--- config.mk ---
export PLATFORM = sky130hd
export DESIGN_NAME = snn_img_sequencer_flat
export DESIGN_NICKNAME = d
export VERILOG_FILES = /design/src/rtl/snn_img_sequencer_pkg.sv /design/src/rtl/snn_img_sequencer_if.sv /design/src/rtl/snn_img_sequencer_spike_argmax.sv /design/src/rtl/snn_img_sequencer.sv /design/src/flat_wrapper.sv
export SDC_FILE = /design/constraint.sdc
export NUM_CORES = 1
export LEC_CHECK = 0
export CAP_MARGIN = 20
export CORE_AREA = 2 2 211 213
export CTS_CLUSTER_SIZE = 24
export DETAILED_ROUTE_END_ITERATION = 16
export DIE_AREA = 0 0 213 215
export PLACE_DENSITY = 0.57
export SYNTH_ARGS = -nofsm -noshare
export SYNTH_HDL_FRONTEND = slang
export SYNTH_SLANG_ARGS = --single-unit
--- constraint.sdc ---
create_clock -name clk -period 1.9 [get_ports clk]
set_input_delay 0.19 -clock clk [delete_from_list [all_inputs] [get_ports clk]]
set_output_delay 0.19 -clock clk [all_outputs]
set_load 0.05 [all_outputs]
--- src/rtl/snn_img_sequencer_pkg.sv ---
// Shared types and helpers for the SNN image sequencer: FSM state enum,
// index-width helper and default image/rest lengths.
// No ports; imported by the sequencer top, its interface users and spike_argmax.
package snn_seq_pkg;

    typedef enum logic [2:0] {
        ST_IDLE    = 3'd0,
        ST_FETCH   = 3'd1,
        ST_ISSUE   = 3'd2,
        ST_WAIT_TU = 3'd3,
        ST_REST    = 3'd4,
        ST_DONE    = 3'd5
    } seq_state_e;

    localparam int unsigned SEQ_T_DEF    = 500;
    localparam int unsigned SEQ_HOLD_DEF = 50000;

    // Bits needed to index v items; never less than 1 so that single-item
    // indices still form a legal vector.
    function automatic int unsigned clog2(input int unsigned v);
        int unsigned r;
        r = 1;
        while ((32'd1 << r) < v) begin
            r = r + 1;
        end
        return r;
    endfunction

endpackage

--- src/rtl/snn_img_sequencer_if.sv ---
// Frame bus between input RAM / SNN core and the image sequencer.
// master = sequencer (drives frame_addr, ips, valid_board, nxt_img);
// slave  = RAM + core side (drives frame_data, TU_incre, ops).
interface snn_img_sequencer_if #(
    parameter int unsigned M  = 256,
    parameter int unsigned N  = 8,
    parameter int unsigned AW = 16
) ();
    logic [AW-1:0] frame_addr;
    logic [M-1:0]  frame_data;
    logic [M-1:0]  ips;
    logic          valid_board;
    logic          nxt_img;
    logic          TU_incre;
    logic [N-1:0]  ops;

    modport master (
        output frame_addr, ips, valid_board, nxt_img,
        input  frame_data, TU_incre, ops
    );

    modport slave (
        input  frame_addr, ips, valid_board, nxt_img,
        output frame_data, TU_incre, ops
    );
endinterface

--- src/rtl/snn_img_sequencer_spike_argmax.sv ---
// Purpose: argmax over N spike counters of CW bits, lowest index wins ties.
// Latency: purely combinational.  Backpressure: none (no handshake).
// Ports: cnt_i (N packed counters), idx_o (index of the largest counter).
module spike_argmax
    import snn_seq_pkg::*;
#(
    parameter int unsigned N  = 8,
    parameter int unsigned CW = 8
) (
    input  logic [N-1:0][CW-1:0] cnt_i,
    output logic [clog2(N)-1:0]  idx_o
);
    localparam int unsigned NW = clog2(N);

    logic [CW-1:0] best_val;

    // Strict '>' keeps the earliest index on equal counts; all-zero gives 0.
    always_comb begin
        idx_o    = '0;
        best_val = cnt_i[0];
        for (int i = 1; i < N; i++) begin
            if (cnt_i[i] > best_val) begin
                best_val = cnt_i[i];
                idx_o    = NW'(i);
            end
        end
    end
endmodule

--- src/rtl/snn_img_sequencer.sv ---
// Purpose: streams NUM_IMG images of T RAM frames into the SNN core, rests HOLD cycles between images.
// Latency: start -> valid_board 2 cycles; TU_incre -> next valid_board 2 cycles (3-cycle min frame period).
// Backpressure: one frame in flight; the next frame waits for TU_incre from the core.
// Ports: clk, rst_n (async active-low), start, abort, bus (frame bus, master side),
//        busy, hold, done, img_idx, winner, winner_valid.
// Build option: SNN_SEQ_SPIKE_COUNT_EN adds per-neuron spike counters and winner reporting;
//               without it winner/winner_valid are tied to 0.
module snn_img_sequencer
    import snn_seq_pkg::*;
#(
    parameter int unsigned M       = 256,
    parameter int unsigned N       = 8,
    parameter int unsigned T       = SEQ_T_DEF,
    parameter int unsigned HOLD    = SEQ_HOLD_DEF,
    parameter int unsigned NUM_IMG = 2,
    parameter int unsigned AW      = 16,
    parameter int unsigned CW      = 8
) (
    input  logic                      clk,
    input  logic                      rst_n,
    input  logic                      start,
    input  logic                      abort,
    snn_img_sequencer_if.master       bus,
    output logic                      busy,
    output logic                      hold,
    output logic                      done,
    output logic [clog2(NUM_IMG)-1:0] img_idx,
    output logic [clog2(N)-1:0]       winner,
    output logic                      winner_valid
);
    localparam int unsigned IW = clog2(NUM_IMG);
    localparam int unsigned NW = clog2(N);
    localparam int unsigned SW = clog2(T + 1);
    localparam int unsigned RW = clog2(HOLD);

    seq_state_e    state_q, state_d;
    logic [AW-1:0] addr_q, addr_d;
    logic [SW-1:0] step_q, step_d;
    logic [IW-1:0] img_q, img_d;
    logic [RW-1:0] rest_q, rest_d;
    logic [M-1:0]  ips_q, ips_d;
    logic          vb_q, vb_d;
    logic          nxt_q, nxt_d;
    logic          done_q, done_d;

    // Strobes consumed by the spike-count datapath.
    logic          tu_take;     // TU_incre accepted in WAIT_TU
    logic          img_clr;     // counters restart (start, abort, next image)
    logic          rest_enter;  // last timestep of an image accepted

    always_comb begin
        state_d    = state_q;
        addr_d     = addr_q;
        step_d     = step_q;
        img_d      = img_q;
        rest_d     = rest_q;
        ips_d      = ips_q;
        vb_d       = 1'b0;
        nxt_d      = 1'b0;
        done_d     = done_q;
        tu_take    = 1'b0;
        img_clr    = 1'b0;
        rest_enter = 1'b0;

        if (abort) begin
            state_d = ST_IDLE;
            addr_d  = '0;
            step_d  = '0;
            img_d   = '0;
            rest_d  = '0;
            ips_d   = '0;
            done_d  = 1'b0;
            img_clr = 1'b1;
        end else begin
            case (state_q)
                ST_IDLE, ST_DONE: begin
                    if (start) begin
                        state_d = ST_FETCH;
                        addr_d  = '0;
                        step_d  = '0;
                        img_d   = '0;
                        done_d  = 1'b0;
                        img_clr = 1'b1;
                    end
                end
                // Address has been stable for a cycle; RAM data is valid next.
                ST_FETCH: state_d = ST_ISSUE;
                ST_ISSUE: begin
                    ips_d   = bus.frame_data;
                    vb_d    = 1'b1;
                    nxt_d   = (step_q == '0) && (img_q != '0);
                    addr_d  = addr_q + AW'(1);
                    step_d  = step_q + SW'(1);
                    state_d = ST_WAIT_TU;
                end
                ST_WAIT_TU: begin
                    if (bus.TU_incre) begin
                        tu_take = 1'b1;
                        if (step_q == SW'(T)) begin
                            state_d    = ST_REST;
                            rest_d     = '0;
                            rest_enter = 1'b1;
                        end else begin
                            state_d = ST_FETCH;
                        end
                    end
                end
                ST_REST: begin
                    if (rest_q == RW'(HOLD - 1)) begin
                        rest_d = '0;
                        if (img_q == IW'(NUM_IMG - 1)) begin
                            state_d = ST_DONE;
                            done_d  = 1'b1;
                        end else begin
                            // frame_addr keeps running into the next image.
                            img_d   = img_q + IW'(1);
                            step_d  = '0;
                            img_clr = 1'b1;
                            state_d = ST_FETCH;
                        end
                    end else begin
                        rest_d = rest_q + RW'(1);
                    end
                end
                default: state_d = ST_IDLE;
            endcase
        end
    end

    always_ff @(posedge clk or negedge rst_n) begin
        if (!rst_n) begin
            state_q <= ST_IDLE;
            addr_q  <= '0;
            step_q  <= '0;
            img_q   <= '0;
            rest_q  <= '0;
            ips_q   <= '0;
            vb_q    <= 1'b0;
            nxt_q   <= 1'b0;
            done_q  <= 1'b0;
        end else begin
            state_q <= state_d;
            addr_q  <= addr_d;
            step_q  <= step_d;
            img_q   <= img_d;
            rest_q  <= rest_d;
            ips_q   <= ips_d;
            vb_q    <= vb_d;
            nxt_q   <= nxt_d;
            done_q  <= done_d;
        end
    end

`ifdef SNN_SEQ_SPIKE_COUNT_EN
    logic [N-1:0][CW-1:0] cnt_q, cnt_d;
    logic [NW-1:0]        arg_idx;
    logic [NW-1:0]        winner_q, winner_d;
    logic                 wv_q;

    always_comb begin
        cnt_d = cnt_q;
        if (img_clr) begin
            cnt_d = '0;
        end else if (tu_take) begin
            for (int i = 0; i < N; i++) begin
                if (bus.ops[i] && (cnt_q[i] != {CW{1'b1}})) begin
                    cnt_d[i] = cnt_q[i] + CW'(1);
                end
            end
        end
    end

    // Argmax looks at next-state counts so the final timestep's spikes count.
    spike_argmax #(.N(N), .CW(CW)) u_spike_argmax (
        .cnt_i (cnt_d),
        .idx_o (arg_idx)
    );

    always_comb begin
        winner_d = winner_q;
        if (rest_enter) begin
            winner_d = arg_idx;
        end
    end

    always_ff @(posedge clk or negedge rst_n) begin
        if (!rst_n) begin
            cnt_q    <= '0;
            winner_q <= '0;
            wv_q     <= 1'b0;
        end else begin
            cnt_q    <= cnt_d;
            winner_q <= winner_d;
            wv_q     <= rest_enter;
        end
    end

    assign winner       = winner_q;
    assign winner_valid = wv_q;
`else
    logic unused_cnt;
    assign unused_cnt   = ^{tu_take, img_clr, rest_enter, bus.ops};
    assign winner       = '0;
    assign winner_valid = 1'b0;
`endif

    assign bus.frame_addr  = addr_q;
    assign bus.ips         = ips_q;
    assign bus.valid_board = vb_q;
    assign bus.nxt_img     = nxt_q;
    assign busy            = (state_q != ST_IDLE) && (state_q != ST_DONE);
    assign hold            = (state_q == ST_REST);
    assign done            = done_q;
    assign img_idx         = img_q;
endmodule

--- src/flat_wrapper.sv ---
// flat-port wrapper written by rule: the top's interface ports become plain ports
module snn_img_sequencer_flat import snn_seq_pkg::*;
#(
    parameter int unsigned M       = 256,
    parameter int unsigned N       = 8,
    parameter int unsigned T       = SEQ_T_DEF,
    parameter int unsigned HOLD    = SEQ_HOLD_DEF,
    parameter int unsigned NUM_IMG = 2,
    parameter int unsigned AW      = 16,
    parameter int unsigned CW      = 8
)
  (clk, rst_n, start, abort, busy, hold, done, img_idx, winner, winner_valid, bus_frame_addr, bus_ips, bus_valid_board, bus_nxt_img, bus_frame_data, bus_TU_incre, bus_ops);
  snn_img_sequencer_if #(.M(M), .N(N), .AW(AW)) bus_i ();
  input  logic clk;
  input  logic rst_n;
  input  logic start;
  input  logic abort;
  output logic busy;
  output logic hold;
  output logic done;
  output logic [clog2(NUM_IMG)-1:0] img_idx;
  output logic [clog2(N)-1:0] winner;
  output logic winner_valid;
  output wire logic [$bits(bus_i.frame_addr)-1:0] bus_frame_addr;
  output wire logic [$bits(bus_i.ips)-1:0] bus_ips;
  output wire logic [$bits(bus_i.valid_board)-1:0] bus_valid_board;
  output wire logic [$bits(bus_i.nxt_img)-1:0] bus_nxt_img;
  input wire logic [$bits(bus_i.frame_data)-1:0] bus_frame_data;
  input wire logic [$bits(bus_i.TU_incre)-1:0] bus_TU_incre;
  input wire logic [$bits(bus_i.ops)-1:0] bus_ops;
  assign bus_frame_addr = bus_i.frame_addr;
  assign bus_ips = bus_i.ips;
  assign bus_valid_board = bus_i.valid_board;
  assign bus_nxt_img = bus_i.nxt_img;
  assign bus_i.frame_data = bus_frame_data;
  assign bus_i.TU_incre = bus_TU_incre;
  assign bus_i.ops = bus_ops;
  snn_img_sequencer #(.M(M), .N(N), .T(T), .HOLD(HOLD), .NUM_IMG(NUM_IMG), .AW(AW), .CW(CW)) u_core (.clk(clk), .rst_n(rst_n), .start(start), .abort(abort), .bus(bus_i), .busy(busy), .hold(hold), .done(done), .img_idx(img_idx), .winner(winner), .winner_valid(winner_valid));
endmodule
# After elaboration in Yosys (flattened, before gate mapping)
# Index checks and enable logic that the tools add are counted.
# word_totals
regBits,304
inputBits,269
out_inout_bits,282
# classes
add_sub_neg,4
muxes,35
reduce_logical,17
n_eq_ne,14
# op_table
operator,n
256-bit 2-to-1 mux,2
16-bit 2-to-1 mux,6
16-bit one-hot mux with 2 select lines,2
9-bit 2-to-1 mux,4
"16-bit by 1-bit adder with 16-bit output, second input constant",2
9-bit one-hot mux with 3 select lines,1
3-bit 2-to-1 mux,6
"16-bit == test, second input constant",1
3-bit one-hot mux with 5 select lines,1
"3-bit != test, second input constant",4
3-bit nonzero test,4
1-bit 2-to-1 mux,11
"9-bit by 1-bit adder with 9-bit output, second input constant",1
"9-bit == test, second input constant",1
9-bit zero test,1
"3-bit by 2-bit != test with 1-bit output, second input constant",3
3-bit AND reduction,3
4-bit AND reduction,2
"3-bit by 2-bit == test with 1-bit output, second input constant",2
"3-bit == test, second input constant",2
1-bit one-hot mux with 2 select lines,2
4-bit nonzero test,1
"3-bit by 1-bit == test with 1-bit output, second input constant",1
3-bit zero test,1
5 further kinds,6

# Logic depth before layout (Yosys ltp)
# Gate-level depths: netlist of run 1.
# depth
depth_word,5
mapped_depth,9
depth_no_buf,7

# Worst setup path after synthesis of run 1
# No wires, ideal clock.
# synth_timing
path_kind,register to register
startpoint,"reg u_core.addr_q[0], in the netlist u_core.bus.frame_addr[0]"
endpoint,"reg u_core.addr_q[12], in the netlist u_core.bus.frame_addr[12]"
setup_time_ns,0.123
arrival_ns,1.786
slack_ns,-0.009
path_stages_with_launch,7
cell_sequence,dfrtp_1 > ha_1 > and3_1 > nand3_1 > a2111oi_2 > xnor2_1 > nor2_2
# synth_between
elab_chain_len,3
# synth_rtl
element,line,text
start: declaration,snn_img_sequencer.sv:37,"logic [AW-1:0] addr_q, addr_d;"
start signal: assignment,snn_img_sequencer.sv:143,addr_q <= addr_d;
16-bit by 1-bit adder with 16-bit output,snn_img_sequencer.sv:92,addr_d = addr_q + AW'(1);
16-bit one-hot mux with 2 select lines,snn_img_sequencer.sv:75,case (state_q)
16-bit 2-to-1 mux,snn_img_sequencer.sv:65,if (abort) begin
# Every way passes these cells.
# A chain may end at the register's enable or synchronous reset.

# Final worst setup path of run 1
# layout_timing
startpoint,reg u_core.state_q[0]
endpoint,out busy
# layout_between
elab_chain_len,2
# layout_rtl
element,line,text
start: declaration,snn_img_sequencer.sv:36,"seq_state_e state_q, state_d;"
start signal: assignment,snn_img_sequencer.sv:142,state_q <= state_d;
3-bit != test or 3-bit nonzero test (tied branches),snn_img_sequencer.sv:211,assign busy = (state_q != ST_IDLE) && (state_q != ST_DONE);
1-bit logical AND (*),snn_img_sequencer.sv:211,
end: declaration,flat_wrapper.sv:18,output logic busy;
# Every way passes the cells marked *; elsewhere a longest branch is shown, timed or not.

==> key figures, run 1 <==
Cells and area
  – Area Overhead vs Synth: 64.45%
  – Share of layout cells above drive strength 1: 12.94%
  – Finished Layout Cells: 2068
  – Commonest cells after routing, fill and taps aside: dfrtp_1, clkdlybuf4s50_1, a22o_1, dlygate4sd2_1, buf_4
  – Commonest non-fill, non-tap cell in the layout: dfrtp_1
  – NumNets Final: 1725
  – Antenna diodes: 0

Floorplan
  – I/O Pins: 551
  – Die Y: 215 microns
  – Die Width: 213 microns
  – Starting Density: 26.84%
  – Core area: 43640 sq um
  – FP Rows: 77
  – Die area: 45800 sq um

Placement
  – Hpwl dp: 29.39 mm
  – Placed insts: 1995
  – Gpl congestion: 0.8347
  – Number of port buffers: 538

Setup path
  – CP required: 1.71 ns
  – Reg2reg setup slack: 0.06 ns
  – Critical R2R Capture: u_core.bus.frame_addr[9]$_DFFE_PN0P_
  – Max FO, Critical Path: 2
  – Crit path capture type: primary output
  – Worst setup path class: reg -> out
  – RR Startpoint: u_core.state_q[0]$_DFFE_PN0P_
  – CP Launch Type: flip-flop
  – R2R depth: 8
  – Arrival time worst endpoint: 1.67 ns

STA
  – Clock Skews: 0.02156 ns
  – Fmax: 0.5372 GHz
  – WHS: 0.2057 ns
  – Number of failing hold endpoints at the final stage: 0
  – Final min period: 1.862 ns
  – Fin crit share: 97.98%
  – RSZ-0062 raised after global routing: yes
  – Setup TNS: 0 ns
  – Slew @ Worst Pin: 0.6733 ns
  – Max_slew headroom: 55.01%
  – Setup violators final: 0
  – Max Slew Vio Count: 0

Synth
  – Yosys warns: 0
  – Top-area cell type share of the netlist area: 64.94%
  – Register area share after synthesis: 64.94%
  – Yosys top cell by area: dfrtp_1
  – Distinct cells, synth: 52
  – Cells after Synth: 875
  – Top post-synthesis cells by area: dfrtp_1, a22o_1, buf_2
  – Post-synth EDFFs: 0
  – FFs w/ async S/R, synth: 100.0%
  – Top_reg_cell synth: dfrtp_1
  – Avg Cell Area, Syn: 13.39 sq um
  – Cell Area, Synth: 11710 sq um
  – Seq cells post-synth: 304

Power and ir drop
  – Pwr Density: 942.8 nW/um^2
  – Maximum vdd drop: 443.1 uV
  – Leakage: 9.795 nW

Clock tree
  – Skew-Pair Late Insertion Delay: 0.53 ns
  – Clk buf depth: 3
  – Worst-path clk slew: 0.06 ns
  – CTS tree: done
  – H-tree Lvls: 2
  – Clock Tree Root: clkbuf_16
  – CTS Buf Count: 35
  – Clk sink count: 304

Global routing
  – Largest net degree at the start of global routing: 72
  – Number of global-route vias before repair: 10014
  – First-pass GRT wire length: 61.58 mm
  – Gr usage total: 17.34%
  – Total grt overflow: 0
  – Initial antenna violation count: 0

Detailed routing
  – Final WL: 41.09 mm
  – First-pass DRT Iterations: 5
  – 1st-iter DRT viols: 551
  – Final ANT Viol Nets: 0
  – Vias per cell: 4.748
  – # DRC: 0
  – Vias: 9818
  – DR WL/cell: 19.87 microns

Run status
  – Status: finished, final reports clean

Flow run
  – Max Cap Violations: 0

Hold path
  – Worst Hold Class: in -> async
==> worst max path at each step <==
stage,slack [ns],cells after the start,endpoint,startpoint
detailed placement,-0.03,6,u_core.rest_q[6]$_DFFE_PN0P_,abort
floorplan,0.0005,5,u_core.bus.frame_addr[9]$_DFFE_PN0P_,u_core.bus.frame_addr[2]$_DFFE_PN0P_
global route,-0.03,8,u_core.bus.frame_addr[9]$_DFFE_PN0P_,u_core.state_q[0]$_DFFE_PN0P_
CTS,-0.15,5,busy,u_core.state_q[2]$_DFFE_PN0P_
finish,0.04,5,busy,u_core.state_q[0]$_DFFE_PN0P_
global placement,-0.03,6,u_core.rest_q[3]$_DFFE_PN0P_,abort
==> worst max-delay path, stage by stage (launching register included) <==
cell     delay, ns
dfrtp_2       0.41
or2_4         0.26
a21oi_2       0.16
buf_4         0.14
inv_1         0.04
buf_6         0.14
==> where the power goes <==
| part | internal, W | leakage, nW | total [W] | switching, W |
|---|---|---|---|---|
| clock | 0.00411 | 0.569 | 0.00682 | 0.00271 |
| combinational | 0.00151 | 5.05 | 0.00417 | 0.00266 |
| sequential | 0.00691 | 4.17 | 0.00717 | 0.000258 |
==> through the flow <==
step / instance area [sq um] / total power, W / utilization (%) / setup WS, ns
2_1_floorplan: 11730 / 0.009635 / - / 0.0005207
5_1_grt: 19260 / 0.01892 / 44.14 / -0.02746
3_3_place_gp: 18080 / 0.01162 / 41.44 / -0.02583
4_1_cts: 18980 / 0.01835 / 43.49 / -0.1487
3_5_place_dp: 18080 / 0.01163 / 41.44 / -0.02725
6_report: 19260 / 0.01816 / 44.14 / 0.03839
==> per-layer routing <==
metal  GRT usage [%]  vias up  share of wire [%]  wire, microns
met2           28.10      405                 47          19360
li1                -     4490                  -              -
met5               0        -                  0              0
met1           21.75     4861                 41          16960
met4           6.317        0                2.8           1144
met3           5.246       62                8.8           3622
==> repair_timing <==
item,CTS,global route
endpoints found under the hold margin,45,0
endpoints found under the setup margin,233,44
hold buffers,1,0
buffers inserted,2,7
pin swaps,0,9
resized for setup,237,39
cloned,0,2
==> cell type report <==
class                           count  area (sq um)
Clock inverter                     13         148.9
Inverter                           13         56.30
Tap cell                          592         740.7
Fill cell                        4162         24380
Clock buffer                       48          1005
Sequential cell                   304          7614
Multi-Input combinational cell    484          3814
Timing Repair Buffer              614          5886
==> flip-flops by register name, summed over array words and instances, names as in the netlist <==
name                    count
u_core.bus.frame_addr      16
u_core.bus.ips            256
u_core.bus.nxt_img          1
u_core.bus.valid_board      1
u_core.done                 1
u_core.img_idx              1
u_core.rest_q              16
u_core.state_q              3
u_core.step_q               9
==> cell families (layout without fill, tap and decap cells) <==
| logic type | count (synthesis) | count (layout) | share of synthesized area, % |
|---|---|---|---|
| AOI/OAI and AO/OA | 346 | 347 | 24.67 |
| DFF | 304 | 304 | 64.94 |
| and+or+nand+nor | 120 | 120 | 5.426 |
| buffers and inverters | 91 | 688 | 3.824 |
| xor gates and xnor gates | 9 | 9 | 0.6730 |
| adders and majority gates | 4 | 4 | 0.4273 |
| other | 1 | 4 | 0.03201 |
==> cell usage after synthesis, drive strengths merged (2+ instances only) <==
| library cell | number |
|---|---|
| nand4 | 11 |
| nor4 | 2 |
| a21oi | 16 |
| nand3 | 8 |
| nor2b | 4 |
| o31a | 3 |
| nor3 | 8 |
| nor4bb | 2 |
| nand2 | 31 |
| a41oi | 3 |
| buf | 65 |
| clkbuf | 13 |
| xnor2 | 9 |
| a211oi | 3 |
| and2 | 2 |
| a31oi | 15 |
| nor2 | 29 |
| or3 | 4 |
| o21a | 3 |
| nor4b | 3 |
| o21ai | 25 |
| or2 | 2 |
| o211ai | 3 |
| dfrtp | 304 |
| and3 | 6 |
| a2111oi | 8 |
| inv | 13 |
| a22o | 259 |
| and4 | 2 |
| nand2b | 5 |
| ha | 4 |
(Power assumes the default switching activity.)
==> inputs of run 2 (changes only) <==
--- a/config.mk
+++ b/config.mk
@@ -7,6 +7,7 @@
 export LEC_CHECK = 0
 export CAP_MARGIN = 20
 export CORE_AREA = 2 2 211 213
+export CTS_CLUSTER_DIAMETER = 100
 export CTS_CLUSTER_SIZE = 24
 export DETAILED_ROUTE_END_ITERATION = 16
 export DIE_AREA = 0 0 213 215
==> key figures, run 2 (synthesis results as in run 1) <==
Setup path
  – CP Launch Type: flip-flop
  – CP bufs+invs: 5 (+2)
  – Peak per-stage delay on the critical path: 0.43 ns (+0.02 ns)
  – Cells along the critical path: buf_6 > buf_6 > nor2_4 > a21oi_4 > buf_12 > buf_4 > buf_12 > a22o_1
  – CP required: 2.30 ns (+0.59 ns)
  – CP top delay family: buffers and inverters
  – Worst setup path class: reg -> reg
  – CP max stage cell: dfrtp_2
  – Crit path capture type: flip-flop
  – Arrival time worst endpoint: 2.30 ns (+0.63 ns)
  – Max FO, Critical Path: 55 (+53)

Cells and area
  – Commonest non-fill, non-tap cell in the layout: dfrtp_1
  – Commonest cells after routing, fill and taps aside: dfrtp_1, clkdlybuf4s50_1, a22o_1, dlygate4sd2_1, buf_4
  – Max reg flops: 256 (unchanged)
  – NumNets Final: 1708 (-0.99%)
  – Final std cell area, no fill: 18590 sq um (-3.5%)
  – Area Overhead vs Synth: 58.68%
  – FILL cells: 4197 (+0.84%)
  – Antenna diodes: 0 (unchanged)
  – Share of layout cells above drive strength 1: 10.79% (-2.1 points)

Clock tree
  – CTS tree: done
  – Clk sink count: 304 (unchanged)
  – H-tree Lvls: 1 (-1)
  – Clk buf depth: 3 (unchanged)
  – CTS Buf Count: 16 (-54%)
  – Skew-Pair Late Insertion Delay: 0.52 ns (about the same)
  – Clock Tree Root: clkbuf_16
  – Worst-path clk slew: 0.10 ns (+0.04 ns)

Floorplan
  – Die Width: 213 microns (unchanged)
  – FP Rows: 77 (unchanged)
  – I/O Pins: 551 (unchanged)
  – Core area: 43640 sq um (unchanged)
  – Starting Density: 26.84% (unchanged)
  – Die area: 45800 sq um (unchanged)
  – Die Y: 215 microns (unchanged)

Placement
  – Gpl congestion: 0.8347 (unchanged)
  – Dpl cell area: 18080 sq um (unchanged)
  – Hpwl dp: 29.39 mm (unchanged)
  – Number of port buffers: 538 (unchanged)

Detailed routing
  – Vias per cell: 4.760 (+0.27%)
  – 1st-iter DRT viols: 629 (+14%)
  – # DRC: 0 (unchanged)
  – Vias: 9654 (-1.7%)
  – Final WL: 40.58 mm (-1.2%)
  – Final ANT Viol Nets: 0 (unchanged)
  – First-pass DRT Iterations: 4 (-1)
  – DR WL/cell: 20.01 microns (+0.73%)

STA
  – Fin crit share: 99.74% (+1.8 points)
  – Setup violators final: 0 (unchanged)
  – Number of failing hold endpoints at the final stage: 0 (unchanged)
  – Setup TNS: 0 ns (unchanged)
  – Fmax: 0.5277 GHz (-1.8%)
  – Slew @ Worst Pin: 0.6256 ns (-0.04766 ns)
  – Clock Skews: 0.02433 ns (+0.002769 ns)
  – Max Slew Vio Count: 0 (unchanged)
  – RSZ-0062 raised after global routing: yes
  – Final min period: 1.895 ns (+0.03345 ns)
  – Max_slew headroom: 58.19% (+3.2 points)

Global routing
  – First-pass GRT wire length: 60.41 mm (-1.9%)
  – Number of global-route vias before repair: 9763 (-2.5%)
  – Initial antenna violation count: 0 (unchanged)
  – Largest net degree at the start of global routing: 72 (unchanged)
  – Gr usage total: 16.81% (-0.53 points)
  – Total grt overflow: 0 (unchanged)

Run status
  – Status: finished, final reports clean

Hold path
  – Worst Hold Class: in -> async

Power and ir drop
  – Leakage: 9.669 nW (-1.3%)
  – Maximum vdd drop: 637.1 uV (+44%)
  – Pwr Density: 812.4 nW/um^2 (-14%)

Flow run
  – Max Cap Violations: 0 (unchanged)
-- run 2: changes by cell type in the layout (fill, tap and decap cells not counted), moves of 2 or more --
| cell | delta |
|---|---|
| clkdlybuf4s50_1 | -6 |
| clkbuf_1 | -4 |
| clkbuf_8 | -8 |
| bufinv_16 | -3 |
| clkinvlp_4 | -2 |
| dlymetal6s2s_1 | +15 |
| clkbuf_16 | -18 |
| dlygate4sd2_1 | -9 |
| clkinv_2 | -7 |
| buf_4 | +4 |
-- run 2: where the power goes --
group          switching [W]  internal (W)  total [W]
clock network        0.00214       0.00163    0.00376
logic                0.00267       0.00152    0.00419
registers           0.000252       0.00690    0.00715
-- run 2: per-layer routing --
metal  vias to the layer above  track usage (%)  routed length (microns)
li1                       4438                -                        -
met1                      4788            21.35                    16930
met2                       393            28.17                    19240
met3                        35            4.852                     3666
met4                         0            3.869                      746
met5                         -                0                        0
-- run 2: worst paths after layout --
kind | startpoint | endpoint | slack [ns] | cells after the start
max in group asynchronous | rst_n | u_core.state_q[2]$_DFFE_PN0P_ | 0.97 | 3
worst max register to register | u_core.state_q[0]$_DFFE_PN0P_ | u_core.bus.ips[118]$_DFFE_PN0P_ | 0.005 | 8
worst max-delay path | u_core.state_q[0]$_DFFE_PN0P_ | u_core.bus.ips[118]$_DFFE_PN0P_ | 0.005 | 8
worst min-delay path | rst_n | u_core.bus.frame_addr[3]$_DFFE_PN0P_ | 0.22 | 2
worst min register to register | u_core.bus.ips[208]$_DFFE_PN0P_ | u_core.bus.ips[208]$_DFFE_PN0P_ | 0.50 | 1
min in group clk | bus_frame_data[85] | u_core.bus.ips[85]$_DFFE_PN0P_ | 0.27 | 2
-- run 2: area by class of cell --
cell class,count,area [sq um],share of cell area [%]
Sequential cell,304,7614,40.96
Timing Repair Buffer,616,5933,31.92
Multi-Input combinational cell,484,3806,20.48
Tap cell,592,740.7,3.985
Clock buffer,18,429.2,2.309
Inverter,13,56.30,0.3029
Clock inverter,1,8.758,0.04712
-- run 2: through the flow --
stage          utilization (%)  instances  hold slack [ns]  worst slack, ns  total power, W
3_3_place_gp             41.44       1995           0.1815         -0.02583         0.01162
6_report                 42.59       2028           0.2247         0.004947         0.01510
4_1_cts                  41.90       2018           0.2283          -0.1187         0.01524
3_5_place_dp             41.44       1995           0.1892         -0.02725         0.01163
2_1_floorplan                -        878          -0.1056        0.0005207        0.009635
5_1_grt                  42.59       2028           0.2458         -0.06621         0.01575
-- run 2: timing repair --
| action | CTS | global route |
|---|---|---|
| setup buffers | 3 | 8 |
| cloned | 0 | 2 |
| gates resized for setup | 228 | 54 |
| pin swaps | 0 | 9 |
| endpoints found under the setup margin | 224 | 69 |
| hold buffers | 1 | 0 |
| hold endpoints to repair | 45 | 0 |
==> inputs of run 3 (changes only) <==
--- a/config.mk
+++ b/config.mk
@@ -11,6 +11,7 @@
 export CTS_CLUSTER_SIZE = 24
 export DETAILED_ROUTE_END_ITERATION = 16
 export DIE_AREA = 0 0 213 215
+export GPL_ROUTABILITY_DRIVEN = 0
 export PLACE_DENSITY = 0.57
 export SYNTH_ARGS = -nofsm -noshare
 export SYNTH_HDL_FRONTEND = slang
==> constraint.sdc (replaced) <==
create_clock -name clk -period 1.9 [get_ports clk]
set_input_delay 0.19 -clock clk [delete_from_list [all_inputs] [get_ports clk]]
set_output_delay 0.19 -clock clk [all_outputs]
set_load 0.005 [all_outputs]
==> key figures, run 3 (synthesis results as in run 1) <==
Floorplan
  – Die Width: 213 microns (unchanged)
  – FP Rows: 77 (unchanged)
  – Die Y: 215 microns (unchanged)
  – I/O Pins: 551 (unchanged)
  – Starting Density: 26.84% (unchanged)
  – Die area: 45800 sq um (unchanged)
  – Core area: 43640 sq um (unchanged)

Run status
  – Status: finished, final reports clean

Detailed routing
  – DR WL/cell: 19.73 microns (-1.4%)
  – Final WL: 39.94 mm (-1.6%)
  – Vias per cell: 4.775 (+0.30%)
  – Final ANT Viol Nets: 0 (unchanged)
  – 1st-iter DRT viols: 405 (-36%)
  – Vias: 9664 (+0.10%)
  – First-pass DRT Iterations: 4 (unchanged)
  – # DRC: 0 (unchanged)

Cells and area
  – Share of layout cells above drive strength 1: 9.091% (-1.7 points)
  – FF+latch area: 7610 sq um (about the same)
  – NumNets Final: 1701 (-0.41%)
  – Commonest non-fill, non-tap cell in the layout: clkdlybuf4s50_1
  – FILL cells: 4123 (-1.8%)
  – Commonest cells after routing, fill and taps aside: clkdlybuf4s50_1, dfrtp_1, a22o_1, buf_4, nand2_1
  – Finished Layout Cells: 2024 (-0.20%)
  – Multi-input gate area: 3855 sq um (+1.3%)
  – Max reg flops: 256 (unchanged)
  – Area Overhead vs Synth: 61.04%

Clock tree
  – H-tree Lvls: 1 (unchanged)
  – Clk buf depth: 3 (unchanged)
  – CTS tree: done
  – CTS Buf Count: 17 (+1)
  – Clk sink count: 304 (unchanged)
  – Worst-path clk slew: 0.09 ns (about the same)
  – Skew-Pair Late Insertion Delay: 0.52 ns (about the same)
  – Clock Tree Root: clkbuf_16

Setup path
  – RR Startpoint: u_core.state_q[0]$_DFFE_PN0P_
  – CP max stage cell: dfrtp_2
  – Critical path startpoint: u_core.state_q[0]$_DFFE_PN0P_
  – Arrival time worst endpoint: 2.23 ns (-0.07 ns)
  – Peak per-stage delay on the critical path: 0.44 ns (about the same)
  – Cells along the critical path: buf_6 > buf_6 > nor2_4 > o2bb2a_4 > a2111oi_2 > xnor2_1 > nor2_2
  – Cell mode on critical path: buf_6
  – Worst setup endpoint: u_core.bus.frame_addr[11]$_DFFE_PN0P_
  – Max FO, Critical Path: 5 (-91%)
  – CP bufs+invs: 2 (-3)
  – Crit path capture type: flip-flop
  – CP Launch Type: flip-flop
  – R2R depth: 7 (-1)
  – CP top delay family: compound AO/OA/AOI/OAI gates
  – Critical path depth: 7 (-1)
  – Critical R2R Capture: u_core.bus.frame_addr[11]$_DFFE_PN0P_
  – CP required: 2.30 ns (about the same)
  – Reg2reg setup slack: 0.08 ns (+0.07 ns)
  – Worst setup path class: reg -> reg

STA
  – Slew @ Worst Pin: 0.6473 ns (+0.02163 ns)
  – Max_slew headroom: 56.74% (-1.4 points)
  – RSZ-0062 raised after global routing: no
  – Fin crit share: 95.88% (-3.9 points)
  – Worst setup margin: 0.07821 ns (+0.07326 ns)
  – Fmax: 0.5489 GHz (+4.0%)
  – Clock Skews: 0.01804 ns (-0.006290 ns)
  – Number of failing hold endpoints at the final stage: 0 (unchanged)
  – Setup violators final: 0 (unchanged)
  – Max Slew Vio Count: 0 (unchanged)
  – WHS: 0.1430 ns (-0.08171 ns)
  – Final min period: 1.822 ns (-0.07326 ns)

Hold path
  – Worst Hold Class: in -> async

Global routing
  – Total grt overflow: 0 (unchanged)
  – Gr usage total: 16.48% (-0.33 points)
  – Largest net degree at the start of global routing: 67 (-6.9%)
  – Number of global-route vias before repair: 9960 (+2.0%)
  – First-pass GRT wire length: 59.41 mm (-1.7%)
  – Initial antenna violation count: 3 (+3)

Power and ir drop
  – Pwr Density: 738.7 nW/um^2 (-9.1%)
  – Leakage: 8.103 nW (-16%)
  – Maximum vdd drop: 551.5 uV (-13%)

Placement
  – Hpwl dp: 28.62 mm (-2.6%)
  – Number of port buffers: 538 (unchanged)
  – Setup WS pre-CTS: -0.03736 ns (-0.01012 ns)
  – Placed insts: 1989 (-0.30%)

Flow run
  – Max Cap Violations: 0 (unchanged)
## run 3: final cells by class
type / count / area share (%)
diodes: 2 / 0.02653
clock buffers: 18 / 2.275
clock inverters: 3 / 0.1791
inverters: 13 / 0.3449
multi-input cells: 484 / 20.44
flip-flops and latches: 304 / 40.34
well taps: 592 / 3.927
repair buffers: 607 / 32.43
repair inverters: 1 / 0.04643
## run 3: report_power, final
part / internal, W / switching (W) / leakage (nW)
sequential: 0.00690 / 0.000264 / 4.18
clock: 0.00167 / 0.00219 / 0.227
combinational: 0.00176 / 0.00116 / 3.70
total: 0.0103 / 0.00361 / 8.10
## run 3: timing repair
action,CTS,global route
setup buffers,5,4
hold buffers,1,0
pin swaps,2,9
setup endpoints to repair,5,166
gates resized for setup,16,20
cloned,0,2
endpoints found under the hold margin,274,0
## run 3: how the worst min path moves through the flow
stage	endpoint	from	slack, ns	cells past startpoint
finish	u_core.step_q[1]$_DFFE_PN0P_	rst_n	0.14	2
global route	u_core.step_q[8]$_DFFE_PN0P_	rst_n	0.16	2
CTS	u_core.step_q[8]$_DFFE_PN0P_	rst_n	0.13	2
detailed placement	u_core.step_q[1]$_DFFE_PN0P_	rst_n	0.10	1
global placement	u_core.step_q[1]$_DFFE_PN0P_	rst_n	0.11	1
floorplan	u_core.bus.frame_addr[0]$_DFFE_PN0P_	rst_n	-0.11	0
## run 3: stage by stage
stage               cell area [sq um]  setup TNS, ns  total power (W)  util, %
finish                          18860              0          0.01393    43.22
global route                    18860              0          0.01463    43.22
CTS                             18670              0          0.01412    42.78
detailed placement              18110        -0.1193          0.01012    41.51
global placement                18110        -0.2474          0.01010    41.51
floorplan                       11730              0         0.008153        -
## run 3: worst register-to-register path, stage by stage (launching register included)
cell       delay (ns)
dfrtp_2          0.44
buf_6            0.13
buf_6            0.12
nor2_4           0.18
o2bb2a_4         0.24
a2111oi_2        0.40
xnor2_1          0.18
nor2_2           0.04
## run 3: routing by layer
| layer | global-route usage, % | share of wire [%] | vias up |
|---|---|---|---|
| met1 | 20.33 | 42 | 4836 |
| met5 | 0 | 0.043 | - |
| met3 | 4.311 | 8.0 | 47 |
| met4 | 4.522 | 2.2 | 2 |
| li1 | - | - | 4413 |
| met2 | 28.30 | 48 | 366 |
